==> src/rtl/mipi_lp_hs_lane_tx_if.sv <==
// Byte-stream handshake between the payload source and the lane transmitter.
// The master drives payload bytes; the slave (the lane) answers with ready.
interface mipi_lp_hs_lane_tx_if;
    logic [7:0] byte_data_i;
    logic       byte_valid_i;
    logic       byte_last_i;
    logic       byte_ready_o;

    modport master (
        output byte_data_i,
        output byte_valid_i,
        output byte_last_i,
        input  byte_ready_o
    );

    modport slave (
        input  byte_data_i,
        input  byte_valid_i,
        input  byte_last_i,
        output byte_ready_o
    );
endinterface

==> src/rtl/mipi_lp_hs_lane_tx.sv <==
// MIPI D-PHY data lane transmit sequencer: LP stop/request/prepare, HS zero,
// sync, payload, trail and exit, driving LP line state and an HS byte stream.
module mipi_lp_hs_lane_tx #(
    parameter int T_LPX        = 4,
    parameter int T_HS_PREPARE = 3,
    parameter int T_HS_ZERO    = 5,
    parameter int T_HS_TRAIL   = 4,
    parameter int T_HS_EXIT    = 6
) (
    input  logic                         sys_clk,
    input  logic                         sys_rst,
    input  logic                         burst_req_i,
    mipi_lp_hs_lane_tx_if.slave          byte_if,
    output logic [1:0]                   lp_lane_data0_o,
    output logic                         hs_en_o,
    output logic [7:0]                   hs_byte_o,
    output logic                         busy_o,
    output logic                         underflow_o
);

    localparam logic [7:0] SYNC_BYTE = 8'hB8;

    // Counters hold remaining cycles minus one; a zero parameter acts as one.
    localparam logic [7:0] L_LPX  = (T_LPX        < 2) ? 8'd0 : 8'(T_LPX - 1);
    localparam logic [7:0] L_PRPR = (T_HS_PREPARE < 2) ? 8'd0 : 8'(T_HS_PREPARE - 1);
    localparam logic [7:0] L_ZERO = (T_HS_ZERO    < 2) ? 8'd0 : 8'(T_HS_ZERO - 1);
    localparam logic [7:0] L_TRL  = (T_HS_TRAIL   < 2) ? 8'd0 : 8'(T_HS_TRAIL - 1);
    localparam logic [7:0] L_EXIT = (T_HS_EXIT    < 2) ? 8'd0 : 8'(T_HS_EXIT - 1);
    // After an underflow cycle one trail cycle is already spent; keep at least one.
    localparam logic [7:0] L_TRL_UF = (T_HS_TRAIL < 3) ? 8'd0 : 8'(T_HS_TRAIL - 2);

    typedef enum logic [2:0] {
        ST_STOP,
        ST_RQST,
        ST_PRPR,
        ST_ZERO,
        ST_SYNC,
        ST_DATA,
        ST_TRAIL,
        ST_EXIT
    } state_t;

    state_t     state;
    logic [7:0] cnt;
    logic [7:0] trail_byte;
    logic       uf_q;
    logic       cnt_done;

    assign cnt_done    = (cnt == 8'd0);
    assign underflow_o = uf_q;

    // Sequencer: state, per-state duration counter, trail byte and sticky underflow.
    always_ff @(posedge sys_clk or posedge sys_rst) begin
        if (sys_rst) begin
            state      <= ST_STOP;
            cnt        <= 8'd0;
            trail_byte <= SYNC_BYTE;
            uf_q       <= 1'b0;
        end else begin
            unique case (state)
                ST_STOP: begin
                    if (burst_req_i) begin
                        state      <= ST_RQST;
                        cnt        <= L_LPX;
                        trail_byte <= SYNC_BYTE;
                        uf_q       <= 1'b0;
                    end
                end
                ST_RQST: begin
                    if (cnt_done) begin
                        state <= ST_PRPR;
                        cnt   <= L_PRPR;
                    end else begin
                        cnt <= cnt - 8'd1;
                    end
                end
                ST_PRPR: begin
                    if (cnt_done) begin
                        state <= ST_ZERO;
                        cnt   <= L_ZERO;
                    end else begin
                        cnt <= cnt - 8'd1;
                    end
                end
                ST_ZERO: begin
                    if (cnt_done) begin
                        state <= ST_SYNC;
                        cnt   <= 8'd0;
                    end else begin
                        cnt <= cnt - 8'd1;
                    end
                end
                ST_SYNC: begin
                    state <= ST_DATA;
                    cnt   <= 8'd0;
                end
                ST_DATA: begin
                    if (byte_if.byte_valid_i) begin
                        trail_byte <= {8{~byte_if.byte_data_i[7]}};
                        if (byte_if.byte_last_i) begin
                            state <= ST_TRAIL;
                            cnt   <= L_TRL;
                        end
                    end else begin
                        uf_q  <= 1'b1;
                        state <= ST_TRAIL;
                        cnt   <= L_TRL_UF;
                    end
                end
                ST_TRAIL: begin
                    if (cnt_done) begin
                        state <= ST_EXIT;
                        cnt   <= L_EXIT;
                    end else begin
                        cnt <= cnt - 8'd1;
                    end
                end
                ST_EXIT: begin
                    if (cnt_done) begin
                        state <= ST_STOP;
                        cnt   <= 8'd0;
                    end else begin
                        cnt <= cnt - 8'd1;
                    end
                end
            endcase
        end
    end

    // Line and HS outputs decoded from the state; payload passes straight through in DATA.
    always_comb begin
        lp_lane_data0_o      = 2'b00;
        hs_en_o              = 1'b0;
        hs_byte_o            = 8'h00;
        byte_if.byte_ready_o = 1'b0;
        busy_o               = 1'b1;
        unique case (state)
            ST_STOP: begin
                lp_lane_data0_o = 2'b11;
                busy_o          = 1'b0;
            end
            ST_RQST: begin
                lp_lane_data0_o = 2'b01;
            end
            ST_PRPR: begin
                hs_en_o = 1'b0;
            end
            ST_ZERO: begin
                hs_en_o = 1'b1;
            end
            ST_SYNC: begin
                hs_en_o   = 1'b1;
                hs_byte_o = SYNC_BYTE;
            end
            ST_DATA: begin
                hs_en_o              = 1'b1;
                byte_if.byte_ready_o = 1'b1;
                hs_byte_o            = byte_if.byte_valid_i ?
                                       byte_if.byte_data_i : trail_byte;
            end
            ST_TRAIL: begin
                hs_en_o   = 1'b1;
                hs_byte_o = trail_byte;
            end
            ST_EXIT: begin
                lp_lane_data0_o = 2'b11;
            end
        endcase
    end

endmodule
==> src/flat_wrapper.sv <==
// flat-port wrapper written by rule: the top's interface ports become plain ports
module mipi_lp_hs_lane_tx_flat 
#(
    parameter int T_LPX        = 4,
    parameter int T_HS_PREPARE = 3,
    parameter int T_HS_ZERO    = 5,
    parameter int T_HS_TRAIL   = 4,
    parameter int T_HS_EXIT    = 6
)
  (sys_clk, sys_rst, burst_req_i, lp_lane_data0_o, hs_en_o, hs_byte_o, busy_o, underflow_o, byte_if_byte_data_i, byte_if_byte_valid_i, byte_if_byte_last_i, byte_if_byte_ready_o);
  mipi_lp_hs_lane_tx_if byte_if_i ();
  input  logic sys_clk;
  input  logic sys_rst;
  input  logic burst_req_i;
  output logic [1:0] lp_lane_data0_o;
  output logic hs_en_o;
  output logic [7:0] hs_byte_o;
  output logic busy_o;
  output logic underflow_o;
  input wire logic [$bits(byte_if_i.byte_data_i)-1:0] byte_if_byte_data_i;
  input wire logic [$bits(byte_if_i.byte_valid_i)-1:0] byte_if_byte_valid_i;
  input wire logic [$bits(byte_if_i.byte_last_i)-1:0] byte_if_byte_last_i;
  output wire logic [$bits(byte_if_i.byte_ready_o)-1:0] byte_if_byte_ready_o;
  assign byte_if_i.byte_data_i = byte_if_byte_data_i;
  assign byte_if_i.byte_valid_i = byte_if_byte_valid_i;
  assign byte_if_i.byte_last_i = byte_if_byte_last_i;
  assign byte_if_byte_ready_o = byte_if_i.byte_ready_o;
  mipi_lp_hs_lane_tx #(.T_LPX(T_LPX), .T_HS_PREPARE(T_HS_PREPARE), .T_HS_ZERO(T_HS_ZERO), .T_HS_TRAIL(T_HS_TRAIL), .T_HS_EXIT(T_HS_EXIT)) u_core (.sys_clk(sys_clk), .sys_rst(sys_rst), .burst_req_i(burst_req_i), .byte_if(byte_if_i), .lp_lane_data0_o(lp_lane_data0_o), .hs_en_o(hs_en_o), .hs_byte_o(hs_byte_o), .busy_o(busy_o), .underflow_o(underflow_o));
endmodule
==> config.mk <==
export PLATFORM = sky130hd
export DESIGN_NAME = mipi_lp_hs_lane_tx_flat
export DESIGN_NICKNAME = d
export VERILOG_FILES = /design/src/rtl/mipi_lp_hs_lane_tx_if.sv /design/src/rtl/mipi_lp_hs_lane_tx.sv /design/src/flat_wrapper.sv
export SDC_FILE = /design/constraint.sdc
export NUM_CORES = 1
export LEC_CHECK = 0
export ABC_AREA = 1
export CAP_MARGIN = 10
export CORE_AREA = 5 5 56 58
export DETAILED_ROUTE_END_ITERATION = 8
export DIE_AREA = 0 0 61 63
export PLACE_DENSITY = 0.68
export SETUP_SLACK_MARGIN = 0.5
export SYNTH_ARGS = -nofsm -noshare
export SYNTH_HDL_FRONTEND = slang
export SYNTH_SLANG_ARGS = --single-unit
==> constraint.sdc <==
create_clock -name sys_clk -period 1.7 [get_ports sys_clk]
set_input_delay 0.51 -clock sys_clk [delete_from_list [all_inputs] [get_ports sys_clk]]
set_output_delay 0.51 -clock sys_clk [all_outputs]
set_load 0.01 [all_outputs]
==> summary.md, run 1 <==
| Metric | Value |
|---|---|
| Final Hold Fails | `0` |
| Most frequent cells after synthesis | `nand2_1 (37), nor2_1 (20), nand3_1 (17), inv_1 (16), dfrtp_1 (13)` |
| Sequential power share | `19.8%` |
| Syn Nets | `162` |
| Lkg Pwr | `0.881 nW` |
| Buffers plus inverters on the worst setup path | `3` |
| Minimum clock period after layout | `2020 ps` |
| Multi-input logic area | `779 um2` |
| Total grt overflow | `0` |
| Compound-gate portion of the synthesized area | `10.4%` |
| DP Area | `1520 um2` |
| Vias per cell | `4.90` |
| Top_reg_cell synth | `dfrtp_1` |
| Clock Sinks | `14` |
| Synth Warn # | `0` |
| DR pass1 iterations | `4` |
| P per Cell Area | `1880 nW/um2` |
| Synth cell types | `26` |
| Synth Cell Area | `1030 um2` |
| Internal power | `0.00179 W` |
| Setup TNS | `-2970 ps` |
| Largest family of logic cells by synthesized area | `simple AND/OR/NAND/NOR gates` |
| Die height | `63 um` |
| Proportion of layout cells with a drive suffix above 1 | `53.4%` |
| Sequential cell area | `355 um2` |
| GP Congestion | `0.900` |
| Ys async rst share | `100%` |
| Sequential area share after synthesis | `34.0%` |
| Synthesized flop and latch total | `14` |
| Post-Synth Simple-Gate Area | `38.4%` |
| Pre-CTS setup slack | `-765 ps` |
| DRC Markers | `0` |
| Fin Clk Skew | `10.3 ps` |
| GRT Total Usage | `17.5%` |
| H-tree depth | `1` |
| Detailed placement HPWL | `2360 um` |
| CP Capture Type | `output pin` |
| Mapped Cells | `148` |
| Clock group share of total power | `7.4%` |
| Die area | `3840 um2` |
| Final nets | `219` |
| Final core area utilization | `69.9%` |
| Pin count of the biggest net entering global routing | `15` |
| CP Launch Type | `flip-flop` |
| Fillers | `212` |
| Initial antenna violation count | `0` |
| Design area | `1830 um2` |
| CTS tree | `yes` |
| Status | `finished with violations` |
| Critical path arrival | `1510 ps` |
| Hold Path Class | `in2async` |
| Worst-path maximum fanout | `4` |
| Worst slew margin | `84.0%` |
| Critical Path RT | `1190 ps` |
| P_sw | `0.00164 W` |
| Initial core utilization | `39.5%` |
| WS Path Type | `reg2out` |
| Unrepaired setup endpoints after global routing | `true` |
| Post-synth EDFFs | `0` |
| First-pass GRT wire length | `5170 um` |
| Switching Fraction | `47.8%` |
| Port bufs | `26` |
| Area leader, netlist | `dfrtp_1` |
| Synth Area in XOR/XNOR | `5.08%` |
| Actual slew at the worst max-slew pin | `239 ps` |
| Combinational fraction of design power | `72.8%` |
| Final setup margin | `-317 ps` |
| Synthesis-to-layout area growth | `76.9%` |
| Post-synth top area share | `31.5%` |
| Max VDD drop | `1420 uV` |
| Initial DRC count | `49` |
| Fraction of synthesized area in multiplexers | `0%` |
| Clk root buf | `clkbuf_4` |
| Fin. max-slew vios | `0` |
| Clk buf depth | `2` |
| Top-count cell post-synth | `nand2_1` |
| DRT Wirelength | `3380 um` |
| Achievable clock frequency | `0.496 GHz` |
| Final setup vio count | `13` |
| CP peak stage delay | `440 ps` |
| # IOs | `27` |
| Adder-Cell Fraction of Synth Area | `1.21%` |
| N_diodes | `0` |
| Synthesized area per cell | `6.98 um2` |
| Clock latency on the worst-skew pair | `300 ps` |
| CP Cell Sequence | `clkinv_8, nand3_4, nor2_4, buf_6, o22ai_4, nand2_1, buf_2` |
| Core Region | `2620 um2` |
| CTS clk-pin slew, worst paths | `100 ps` |
| CTS buffer count | `3` |
| DRT antenna net count | `0` |
| Max-cap check violation count | `0` |
| Failing checks | `negative setup slack` |
| Routed wire per std cell | `14.4 um` |
| Synth area leaders | `dfrtp_1 (31%), nand2_1 (13%), nand3_1 (8.2%), nor2_1 (7.3%), inv_1 (5.8%)` |
| Cell family with most CP delay | `flip-flops` |
| Tcrit/Tclk final | `119%` |
| Width of the die | `61 um` |
| Placement Rows | `19` |
| Slowest CP cell | `dfrtp_2` |
| CTS Hold Bufs | `0` |
| Vias in the first global route | `1142` |
| Vias | `1152` |
==> registers in the layout, indices dropped and copies added (netlist names) <==
register,flops
u_core.cnt,8
u_core.state,3
u_core.trail_byte,2
u_core.underflow_o,1
==> layout by cell type (no fill, tap or decap), types with 9 or more instances in the layout <==
cell type	synthesis	layout
buf_4	3	18
buf_6	0	21
clkdlybuf4s50_1	0	11
dfrtp_1	13	10
inv_1	16	9
nand2_1	37	21
nand2_2	1	12
nand3_1	17	15
nor2_1	20	13
nor2_4	2	9
==> cells by family after synthesis <==
kind of cell             Yosys count
flip-flops                        14
adder cells (fa/ha/maj)            1
buffers and inverters             24
AO/OA/AOI/OAI                     19
XOR/XNOR                           6
AND/OR/NAND/NOR                   84
==> power by group through the flow <==
| stage | clock [W] | combinational (W) | sequential (W) |
|---|---|---|---|
| after floorplan | 0 | 0.00133 | 0.000614 |
| after global placement | 0 | 0.00192 | 0.000655 |
| after detailed placement | 0 | 0.00198 | 0.000662 |
| after CTS | 0.000262 | 0.00219 | 0.000667 |
| after global routing | 0.000279 | 0.00273 | 0.000701 |
| final | 0.000254 | 0.00250 | 0.000680 |
==> worst min-delay path, stage by stage <==
cell and delay (ps):
clkdlybuf4s50_1 390, inv_1 50, buf_4 210
==> cell type report <==
cell class / instances / share of cell area (%)
clock buffers: 4 / 1.98
inverters: 20 / 5.61
multi-input cells: 110 / 42.6
flip-flops and latches: 14 / 19.4
well taps: 31 / 2.12
repair buffers: 56 / 28.2
==> worst paths after layout <==
check,from,end,slack (ps),cells past startpoint
max reg2reg,u_core.state[2],u_core.state[0],90,10
max,u_core.state[1],hs_byte_o[4],-320,7
min,sys_rst,u_core.cnt[1],500,3
max in group asynchronous,sys_rst,u_core.trail_byte[5],960,3
min reg2reg,u_core.cnt[5],u_core.cnt[5],540,2
min in group sys_clk,u_core.cnt[5],u_core.cnt[5],540,2
==> repair_timing <==
item | CTS | global route
buffers inserted | 9 | 5
gates resized for setup | 90 | 38
endpoints found under the setup margin | 27 | 27
pin swaps | 12 | 13
==> per-stage QoR <==
stage          cells  total power (W)  hold slack [ps]
2_1_floorplan    148          0.00195              398
3_3_place_gp     217          0.00257              483
3_5_place_dp     217          0.00264              507
4_1_cts          230          0.00312              509
5_1_grt          235          0.00371              520
6_report         235          0.00343              497
==> per-layer routing <==
layer,GRT usage (%),vias to the layer above,routed length [um]
li1,-,578,-
met1,20.8,540,1310
met2,31.6,27,1850
met3,4.34,7,166
met4,2.44,0,55
met5,0,-,0
(Power assumes the default switching activity.)
==> run 2, diff against run 1 <==
DONT_BUFFER_PORTS = 1   (was default)
PLACE_DENSITY = default   (was 0.68)
==> summary.md, run 2 (same netlist as run 1, synthesis figures left out) <==
| Metric | Value |
|---|---|
| Failing checks | `negative setup slack` |
| Max-cap check violation count | `0 (unchanged)` |
| Worst slew margin | `62.2% (-22 points)` |
| WS Path Type | `reg2out` |
| Clk root buf | `clkbuf_4` |
| Fin. max-slew vios | `0 (unchanged)` |
| CTS buffer count | `3 (unchanged)` |
| Vias in the first global route | `988 (-13%)` |
| Clk buf depth | `2 (unchanged)` |
| Vias | `953 (-17%)` |
| DRT antenna net count | `0 (unchanged)` |
| CP Capture Type | `output pin` |
| P per Cell Area | `2020 nW/um2 (+7.7%)` |
| Final nets | `174 (-21%)` |
| Vias per cell | `5.02 (+2.3%)` |
| Commonest non-fill, non-tap cell in the layout | `nand2_1` |
| Final Hold Fails | `0 (unchanged)` |
| N_diodes | `0 (unchanged)` |
| Core Region | `2620 um2 (unchanged)` |
| Actual slew at the worst max-slew pin | `566 ps (+327 ps)` |
| Unrepaired setup endpoints after global routing | `true` |
| Achievable clock frequency | `0.549 GHz (+11%)` |
| Fin Clk Skew | `4.89 ps (-5.44 ps)` |
| First-pass GRT wire length | `4300 um (-17%)` |
| Width of the die | `61 um (unchanged)` |
| DRT Wirelength | `2490 um (-26%)` |
| Crit-path most repeated cell | `inv_2` |
| Die area | `3840 um2 (unchanged)` |
| Lkg Pwr | `0.644 nW (-27%)` |
| Final setup vio count | `10 (-3)` |
| Top Registers | `u_core.cnt (8), u_core.state (3), u_core.trail_byte (2)` |
| Final core area utilization | `51.7% (-18 points)` |
| GRT Total Usage | `14.2% (-3.4 points)` |
| GP Congestion | `0.804 (-11%)` |
| Hold_ws | `155 ps (-343 ps)` |
| CP Launch Type | `flip-flop` |
| Detailed placement HPWL | `1930 um (-18%)` |
| Port bufs | `0 (-100%)` |
| Synthesis-to-layout area growth | `30.9%` |
| # IOs | `27 (unchanged)` |
| Initial DRC count | `34 (-31%)` |
| CTS clk-pin slew, worst paths | `100 ps (about the same)` |
| CP Cell Sequence | `inv_2, nor2_4, inv_2, nor2_2, o21ai_4, nand2_2` |
| Critical path arrival | `1310 ps (-200 ps)` |
| Clock Sinks | `14 (unchanged)` |
| DRC Markers | `0 (unchanged)` |
| Slowest CP cell | `dfrtp_2` |
| CTS tree | `yes` |
| Minimum clock period after layout | `1820 ps (-196 ps)` |
| Worst-path maximum fanout | `4 (unchanged)` |
| Hold Path Class | `in2async` |
| CP peak stage delay | `450 ps (about the same)` |
| Top reg by flops | `u_core.cnt` |
| Initial core utilization | `39.5% (unchanged)` |
| Largest register FFs | `8 (unchanged)` |
| Final setup margin | `-121 ps (+196 ps)` |
| Max VDD drop | `1010 uV (-29%)` |
| Proportion of layout cells with a drive suffix above 1 | `40.3% (-13 points)` |
| Placement Rows | `19 (unchanged)` |
| Commonest non-fill, non-tap cells in the layout | `nand2_1 (24), nand3_1 (17), nand2_2 (13), nor2_1 (13), inv_1 (12)` |
| CTS Hold Bufs | `0 (unchanged)` |
| Die height | `63 um (unchanged)` |
| Critical Path RT | `1190 ps (about the same)` |
| Pin count of the biggest net entering global routing | `15 (unchanged)` |
| Status | `finished with violations` |
| Total grt overflow | `0 (unchanged)` |
| Tcrit/Tclk final | `107% (-12 points)` |
| Initial antenna violation count | `0 (unchanged)` |
| H-tree depth | `1 (unchanged)` |
| DR pass1 iterations | `4 (unchanged)` |
| Routed wire per std cell | `13.1 um (-9.0%)` |
| Clock latency on the worst-skew pair | `280 ps (-20 ps)` |
run 2: cell types whose count changed in the layout (fill, tap and decap cells not counted), moves of 4 or more:
cell | before | now
nand2_4 | 7 | 3
buf_2 | 5 | 0
buf_6 | 21 | 0
clkdlybuf4s50_1 | 11 | 0
buf_4 | 18 | 10
run 2: worst paths after layout:
kind / start / to / slack (ps) / cells after the start
min in group sys_clk: burst_req_i / u_core.underflow_o / 310 / 1
setup / recovery: u_core.state[2] / hs_byte_o[6] / -120 / 6
hold / removal: sys_rst / u_core.cnt[2] / 150 / 1
setup reg to reg: u_core.state[1] / u_core.state[0] / 300 / 8
max in group asynchronous: sys_rst / u_core.state[2] / 1140 / 1
hold reg to reg: u_core.trail_byte[5] / u_core.trail_byte[5] / 520 / 2
run 2: final cells by class:
cell class | instances | area (um2)
flip-flops and latches | 14 | 355
inverters | 20 | 95.1
fillers | 251 | 1260
clock buffers | 4 | 36.3
multi-input cells | 110 | 732
well taps | 31 | 38.8
repair buffers | 11 | 95.1
run 2: what timing repair did:
action,in CTS,in global routing
resized for setup,22,6
endpoints found under the setup margin,27,28
buffers inserted,7,0
pin swaps,9,6
run 2: worst max-delay path, delay by kind of cell (launching register included):
kind	cells	cell delay, ps
AND/OR/NAND/NOR	3	210
buffers and inverters	2	150
flip-flops	1	450
AO/OA/AOI/OAI	1	220
run 2: report_power, final:
part | internal (W) | switching (W)
Combinational | 0.000712 | 0.00110
Clock | 0.000130 | 0.000119
Sequential | 0.000502 | 0.000175
Total | 0.00134 | 0.00139
run 2: layer usage:
metal	routed length, um	GRT usage (%)	part of all wire (%)	vias to the layer above
met1	1120	18.8	45	451
li1	-	-	-	490
met3	62	2.89	2.5	2
met5	0	0	0	-
met2	1280	23.5	52	10
met4	18	2.44	0.72	0
run 2: metrics by stage:
stage / power (W) / setup WS [ps] / cells / setup TNS [ps] / cell area, um2
after CTS: 0.00270 / -127 / 190 / -1090 / 1340
after detailed placement: 0.00220 / 90.1 / 179 / 0 / 1170
final: 0.00274 / -121 / 190 / -1050 / 1350
after global placement: 0.00217 / 89.9 / 179 / 0 / 1170
after floorplan: 0.00195 / 147 / 148 / 0 / 1140
after global routing: 0.00299 / -179 / 190 / -1800 / 1350
